<file path="src/rtl/triggers_pkg.sv">
// Shared types for the triggers library: operation encoding for univ_reg.
// No logic; imported by the register datapath and its testbench.
package triggers_pkg;

  localparam int UNIV_MODE_W = 3;

  typedef enum logic [UNIV_MODE_W-1:0] {
    MODE_HOLD = 3'b000,
    MODE_LOAD = 3'b001,
    MODE_SHL  = 3'b010,
    MODE_SHR  = 3'b011,
    MODE_ROL  = 3'b100,
    MODE_ROR  = 3'b101,
    MODE_CLR  = 3'b110,
    MODE_INV  = 3'b111
  } univ_mode_t;

endpackage

</file>
<file path="src/rtl/dff_cell.sv">
// Single-bit enabled D trigger with async active-high reset to a per-bit value.
// Latency 1 cycle; en=0 holds state, no backpressure.
module dff_cell (
  input  logic clk,
  input  logic rst,
  input  logic rst_val,
  input  logic en,
  input  logic d,
  output logic q
);

  always_ff @(posedge clk or posedge rst) begin
    if (rst)
      q <= rst_val;
    else if (en)
      q <= d;
  end

endmodule

</file>
<file path="src/rtl/univ_reg.sv">
// WIDTH-bit universal register: hold/load/shift/rotate/clear/invert, true and complement outputs.
// Latency 1 cycle from sampled inputs to q; en=0 freezes q and sout, no backpressure.
module univ_reg
  import triggers_pkg::*;
#(
  parameter int              WIDTH     = 4,
  parameter logic [WIDTH-1:0] RESET_VAL = '0
) (
  input  logic                   clk,
  input  logic                   rst,
  input  logic                   en,
  input  logic [UNIV_MODE_W-1:0] mode,
  input  logic [WIDTH-1:0]       d,
  input  logic                   sin,
  output logic [WIDTH-1:0]       q,
  output logic [WIDTH-1:0]       nq,
  output logic                   sout
);

  logic [WIDTH-1:0] q_nxt;
  logic [WIDTH-1:0] shl_v, shr_v, rol_v, ror_v;
  logic             sout_nxt;

  // A 1-bit register has no neighbours: shifts take sin, rotates are identity.
  generate
    if (WIDTH == 1) begin : g_w1
      assign shl_v = sin;
      assign shr_v = sin;
      assign rol_v = q;
      assign ror_v = q;
    end else begin : g_wn
      assign shl_v = {q[WIDTH-2:0], sin};
      assign shr_v = {sin, q[WIDTH-1:1]};
      assign rol_v = {q[WIDTH-2:0], q[WIDTH-1]};
      assign ror_v = {q[0], q[WIDTH-1:1]};
    end
  endgenerate

  always_comb begin
    q_nxt    = q;
    sout_nxt = sout;
    case (mode)
      MODE_HOLD: q_nxt = q;
      MODE_LOAD: q_nxt = d;
      MODE_SHL:  begin q_nxt = shl_v; sout_nxt = q[WIDTH-1]; end
      MODE_SHR:  begin q_nxt = shr_v; sout_nxt = q[0];       end
      MODE_ROL:  begin q_nxt = rol_v; sout_nxt = q[WIDTH-1]; end
      MODE_ROR:  begin q_nxt = ror_v; sout_nxt = q[0];       end
      MODE_CLR:  q_nxt = RESET_VAL;
      MODE_INV:  q_nxt = ~q;
      default:   q_nxt = q;
    endcase
  end

  generate
    for (genvar i = 0; i < WIDTH; i++) begin : g_cell
      dff_cell u_cell (
        .clk     (clk),
        .rst     (rst),
        .rst_val (RESET_VAL[i]),
        .en      (en),
        .d       (q_nxt[i]),
        .q       (q[i])
      );
    end
  endgenerate

  always_ff @(posedge clk or posedge rst) begin
    if (rst)
      sout <= 1'b0;
    else if (en)
      sout <= sout_nxt;
  end

  // Complement straight off q so the pair can never disagree.
  assign nq = ~q;

  a_mode_known : assert property (@(posedge clk) disable iff (rst) en |-> !$isunknown(mode));

endmodule

</file>
<file path="config.mk">
export PLATFORM = sky130hd
export DESIGN_NAME = univ_reg
export DESIGN_NICKNAME = d
export VERILOG_FILES = /design/src/rtl/triggers_pkg.sv /design/src/rtl/dff_cell.sv /design/src/rtl/univ_reg.sv
export SDC_FILE = /design/constraint.sdc
export NUM_CORES = 1
export LEC_CHECK = 0
export BUFFER_PORTS_ARGS = -buffer_cell sky130_fd_sc_hd__clkbuf_2
export CORE_AREA = 4 4 41 43
export CTS_CLUSTER_SIZE = 10
export DETAILED_ROUTE_END_ITERATION = 12
export DIE_AREA = 0 0 45 47
export PLACE_DENSITY_LB_ADDON = 0.25
export SLEW_MARGIN = 20
export SYNTH_ARGS = -nofsm -noshare
export SYNTH_HDL_FRONTEND = slang
export SYNTH_SLANG_ARGS = --single-unit
</file>
<file path="constraint.sdc">
create_clock -name clk -period 1.4 [get_ports clk]
set_input_delay 0.28 -clock clk [delete_from_list [all_inputs] [get_ports clk]]
set_output_delay 0.28 -clock clk [all_outputs]
set_load 0.03 [all_outputs]
</file>
==> flow_summary.ini, run 1 <==
[outcome]
status = complete, no violations

[clock_network]
insertion_delay_ns = 0.25
cts_buffer_depth = 2
clk_pin_slew_worst_paths_ns = 0.05
htreeDepth = 1
postCtsSetupBuffers = 0
cts_tree = done
numCtsBuffers = 3
cts_root_buffer = clkbuf_4
cts-resized-gates = 0
clock_sinks = 5

[timing]
worst_clock_skew_ns = 0.005454
rsz0062_at_grt = no
slew_violations = 0
fmax_ghz = 0.7854
slew-limit-headroom = 0.7809
hold_viol_final = 0
setup_violations = 0
setup-tns-final_ns = 0
finalCritPeriodShare = 0.9095
min_period_ns = 1.273
tightestPinTransition_ns = 0.3279

[final_layout]
drive_above_1_share = 0.4156
fillCellCount = 146
insertedDiodeCount = 0
fin_nets = 90
mostFrequentLayoutCells = clkbuf_2, inv_1, mux2i_1, dfrtp_1, buf_4
syn_to_final_growth_pct = 28.50
instances_no_fill = 92
layout_commonest_cell = clkbuf_2

[route]
vias = 475
drc = 0
wl_per_cell_um = 12.15
avgViaCountPerCell = 5.163
drtPass1Iterations = 4
drt_iter0_drc = 13
drt_wl_total_um = 1118
ant_nets = 0

[power_and_ir_drop]
intPower_uw = 393.8
power.switching_uw = 299.5
power_frac_comb = 0.463
leakagePower_uw = 0.0003119
peakVddDrop_v = 0.0006345
p_sw_frac = 0.4320
powerDensity_nw_per_um2 = 1138
seqPwrFrac = 0.293
clkPwrFrac = 0.243

[setup_path]
critPathMaxFanout = 6
critical_path_buf_inv_count = 2
startpoint_type = register
required_ns = 1.12
cp_cell_sequence = inv_1, clkbuf_2
max_stage_delay_ns = 0.44
crit_path_top_delay_cell = dfrtp_1
cp-end-kind = primary output
path_class = reg2out
critPathArrivalTime_ns = 0.99
path_delay_family = flip-flops

[yosys]
ys_ff_latch = 5
syn-num-nets = 67
synthCells = 55
postSynthAreaPerCell_um2 = 8.622
yosys.area.top_type_share = 0.2639
synth_warnings = 0
synthTopCellsByArea = dfrtp_1, mux2i_1, buf_4, inv_1, xnor2_4
seq_area_frac_synth = 0.2639
yosysTopAreaCell = dfrtp_1
yosysUniqueCellTypes = 25
syn_area_um2 = 474.2

[floorplanning]
initial_core_util = 0.3644
die_w_um = 45
die_h_um = 47
num_rows = 13
io_pins = 20
core-area_um2 = 1301
dieArea_um2 = 2115

[placement]
io_buffer_count = 19
dp_hpwl_um = 920
gp_congestion = 0.7810
dp.cells = 87

[flow_run]
drv_cap = 0

[global_route]
grt_max_degree = 8
grt_first_pass_wirelength_um = 1821
antenna_found_initial = 0
grtUsageTotal = 0.1223
grt_pass1_vias = 430
overflow = 0

[worst_hold_path]
hold_class = in2reg
final timing paths:
path	startpoint	to	slack (ns)	depth (start not counted)
min reg2reg	sout	sout	0.56	2
max in group asynchronous	rst	g_cell[0].u_cell.q	0.77	3
max	g_cell[1].u_cell.q	nq[1]	0.13	2
min in group asynchronous	rst	sout	0.45	3
min	en	sout	0.25	2
max reg2reg	g_cell[1].u_cell.q	g_cell[0].u_cell.q	0.17	3
power by group through the flow:
stage / registers (µW) / logic [µW] / clock network (µW)
floorplan: 214 / 240 / 0
finish: 203 / 321 / 169
CTS: 205 / 325 / 174
global placement: 206 / 321 / 0
global route: 210 / 351 / 186
detailed placement: 206 / 322 / 0
Yosys cell counts (all sizes together):
cell type,count
dfrtp,5
inv,9
a31oi,1
buf,7
nor4,1
o32a,1
nand2b,2
nand3,2
o22ai,3
ha,1
xnor2,1
nand2,4
o21ai,2
a2111oi,2
a21oi,3
mux2i,5
a211oi,1
nor2,2
o32ai,1
o31a,1
a221oi,1
kinds of logic (layout without fill, tap and decap cells):
logic type / Yosys count / in the layout / share of synthesized area
AO/OA/AOI/OAI: 16 / 16 / 0.2428
XOR/XNOR: 1 / 1 / 0.05806
adder cells (fa/ha/maj): 1 / 1 / 0.02638
buffers and inverters: 16 / 38 / 0.1900
flip-flops: 5 / 5 / 0.2639
multiplexers: 5 / 5 / 0.1055
AND/OR/NAND/NOR: 11 / 11 / 0.1135
cell type report:
type | count | area (µm²) | share of cell area
multi-input combinational | 34 | 259.0 | 0.4251
timing repair buffer | 25 | 142.6 | 0.2341
sequential | 5 | 125.1 | 0.2053
inverter | 9 | 36.28 | 0.05955
clock buffer | 3 | 22.52 | 0.03696
tap | 15 | 18.77 | 0.03080
clock inverter | 1 | 5.005 | 0.008214
flip-flops by register name (all words and copies together), names as in the netlist:
signal	count
g_cell.u_cell.q	4
sout	1
per-layer routing:
| metal | track usage | vias to the layer above | wire length (µm) |
|---|---|---|---|
| met3 | 0.05747 | 2 | 72 |
| met5 | 0 | - | 0 |
| met1 | 0.1478 | 220 | 481 |
| met2 | 0.1949 | 15 | 557 |
| li1 | - | 238 | - |
| met4 | 0.03509 | 0 | 6 |
what timing repair did:
item | in CTS | in global routing
endpoints found under the setup margin | 0 | 0
endpoints found under the hold margin | 5 | 0
hold buffers | 1 | 0
stage by stage:
step | hold WS, ns | total power, µW | util | area, µm² | setup slack, ns
after floorplan | 0.05852 | 453.2 | - | 474.2 | 0.02591
after global placement | 0.1665 | 527.8 | 0.4394 | 571.8 | -0.01973
after detailed placement | 0.1695 | 527.6 | 0.4394 | 571.8 | -0.06563
after CTS | 0.2499 | 703.9 | 0.4683 | 609.3 | 0.1086
after global routing | 0.2596 | 746.3 | 0.4683 | 609.3 | 0.04343
final | 0.2536 | 693.4 | 0.4683 | 609.3 | 0.1267
No activity file was read; power rests on OpenSTA's default activity.
==> run 2, diff against run 1 <==
SETUP_SLACK_MARGIN = 0.4   (was default)
==> run 2 against run 1 <==
- clock-buffer cell count is 1 higher
- flip-flop and latch count is the same
- utilization grew 19 points
- non-clock buffer count rose by 7
- setup slack improved by 0.096 ns
- combinational power increased by 72%
- first-iteration DRC count unchanged
- largest power group unchanged
- maximum frequency up 8.2%
==> flow_summary.ini, run 2 (synthesized netlist as in run 1, its figures left out) <==
[final_layout]
mostFrequentLayoutCells = buf_4, clkbuf_2, buf_6, buf_8
drive_above_1_share = 0.6429
reg.largest.list = g_cell.u_cell.q (4), sout (1)
regArea_um2 = 127.6
fillCellCount = 110
multi_input_area_um2 = 342.8
insertedDiodeCount = 0
layout_commonest_cell = buf_4
largest_reg_flops = 4
largest_register = g_cell.u_cell.q
fin_nets = 97
syn_to_final_growth_pct = 80.47

[worst_hold_path]
hold_depth = 2
hold_class = in2reg

[global_route]
grt_first_pass_wirelength_um = 2346
grtUsageTotal = 0.1543
grt_max_degree = 9
grt_pass1_vias = 540
antenna_found_initial = 0
overflow = 0

[floorplanning]
dieArea_um2 = 2115
die_h_um = 47
num_rows = 13
initial_core_util = 0.3644
io_pins = 20
core-area_um2 = 1301
die_w_um = 45

[clock_network]
clock_sinks = 5
clk_pin_slew_worst_paths_ns = 0.06
cts_tree = done
cts_root_buffer = clkbuf_4
htreeDepth = 1
cts_buffer_depth = 2
numCtsBuffers = 3
insertion_delay_ns = 0.25

[setup_path]
cp_cell_sequence = inv_2, buf_4, o22ai_1, a221oi_2, o22ai_1
path_delay_family = compound AO/OA/AOI/OAI gates
crit_path_top_delay_cell = dfrtp_1
startpoint_type = register
critPathArrivalTime_ns = 1.31
critical_path_buf_inv_count = 2
path_class = reg2reg
critPathMaxFanout = 4
cp-end-kind = register
required_ns = 1.53
cp_common_cell = o22ai_1
rrSetupSlack_ns = 0.22
crit_cells = 5
worst_r2r_path_depth = 5
max_stage_delay_ns = 0.41

[placement]
dp_hpwl_um = 946
gp_congestion = 0.8438
io_buffer_count = 19

[flow_run]
drv_cap = 0

[power_and_ir_drop]
peakVddDrop_v = 0.0006971
leakagePower_uw = 0.0003798
powerDensity_nw_per_um2 = 1104
clkPwrFrac = 0.190
seqPwrFrac = 0.225
p_sw_frac = 0.3990
power_frac_comb = 0.585
power.switching_uw = 377.0
intPower_uw = 567.9

[timing]
worst_clock_skew_ns = 0.01426
fmax_ghz = 0.8495
slew_violations = 0
whs_ns = 0.2658
hold_viol_final = 0
setup-tns-final_ns = 0
rsz0062_at_grt = yes
setup_violations = 0
finalCritPeriodShare = 0.8408
slew-limit-headroom = 0.8197
min_period_ns = 1.177
tightestPinTransition_ns = 0.2684

[route]
vias = 529
avgViaCountPerCell = 5.343
drt_iter0_drc = 13
drtPass1Iterations = 4
wl_per_cell_um = 14.68
ant_nets = 0
drc = 0
drt_wl_total_um = 1453

[outcome]
status = complete, no violations
-- run 2: final timing paths --
check	start	endpoint
max	g_cell[3].u_cell.q	g_cell[2].u_cell.q
min	en	sout
max reg2reg	g_cell[3].u_cell.q	g_cell[2].u_cell.q
min reg2reg	g_cell[1].u_cell.q	g_cell[1].u_cell.q
max in group asynchronous	rst	g_cell[0].u_cell.q
min in group asynchronous	rst	g_cell[1].u_cell.q
-- run 2: repair_timing --
action                                  in CTS  in global routing
pin swaps                                    5                  4
gates resized for setup                     28                 21
endpoints found under the hold margin        5                  0
buffers inserted                             7                  4
endpoints found under the setup margin      13                 14
hold buffers                                 1                  0
-- run 2: power groups by stage --
stage                     clock network (µW)  registers (µW)  logic, µW
after floorplan                            0             218        261
after global placement                     0             214        316
after detailed placement                   0             215        317
after CTS                                183             209        480
after global routing                     198             217        588
final                                    180             212        552
-- run 2: stage by stage --
step	worst slack (ns)	util	cell area (µm²)	cells	power (µW)
floorplan	0.2559	-	525.5	55	479.0
global placement	0.06659	0.4394	571.8	83	529.9
detailed placement	0.04175	0.4394	571.8	83	531.5
CTS	0.2028	0.6000	780.7	95	871.4
global route	0.1832	0.6577	855.8	99	1003
finish	0.2229	0.6577	855.8	99	944.8
-- run 2: final cells by class --
class	instances	area share
well taps	15	0.02193
inverters	9	0.05117
flip-flops and latches	5	0.1491
repair buffers	32	0.3465
clock buffers	4	0.03070
multi-input cells	34	0.4006
-- run 2: metal layers --
layer	up-vias	share of wire	GRT usage
met4	0	0.010	0.03509
met2	16	0.53	0.2712
met3	2	0.053	0.05747
met5	-	0	0
met1	259	0.40	0.1781
li1	252	-	-
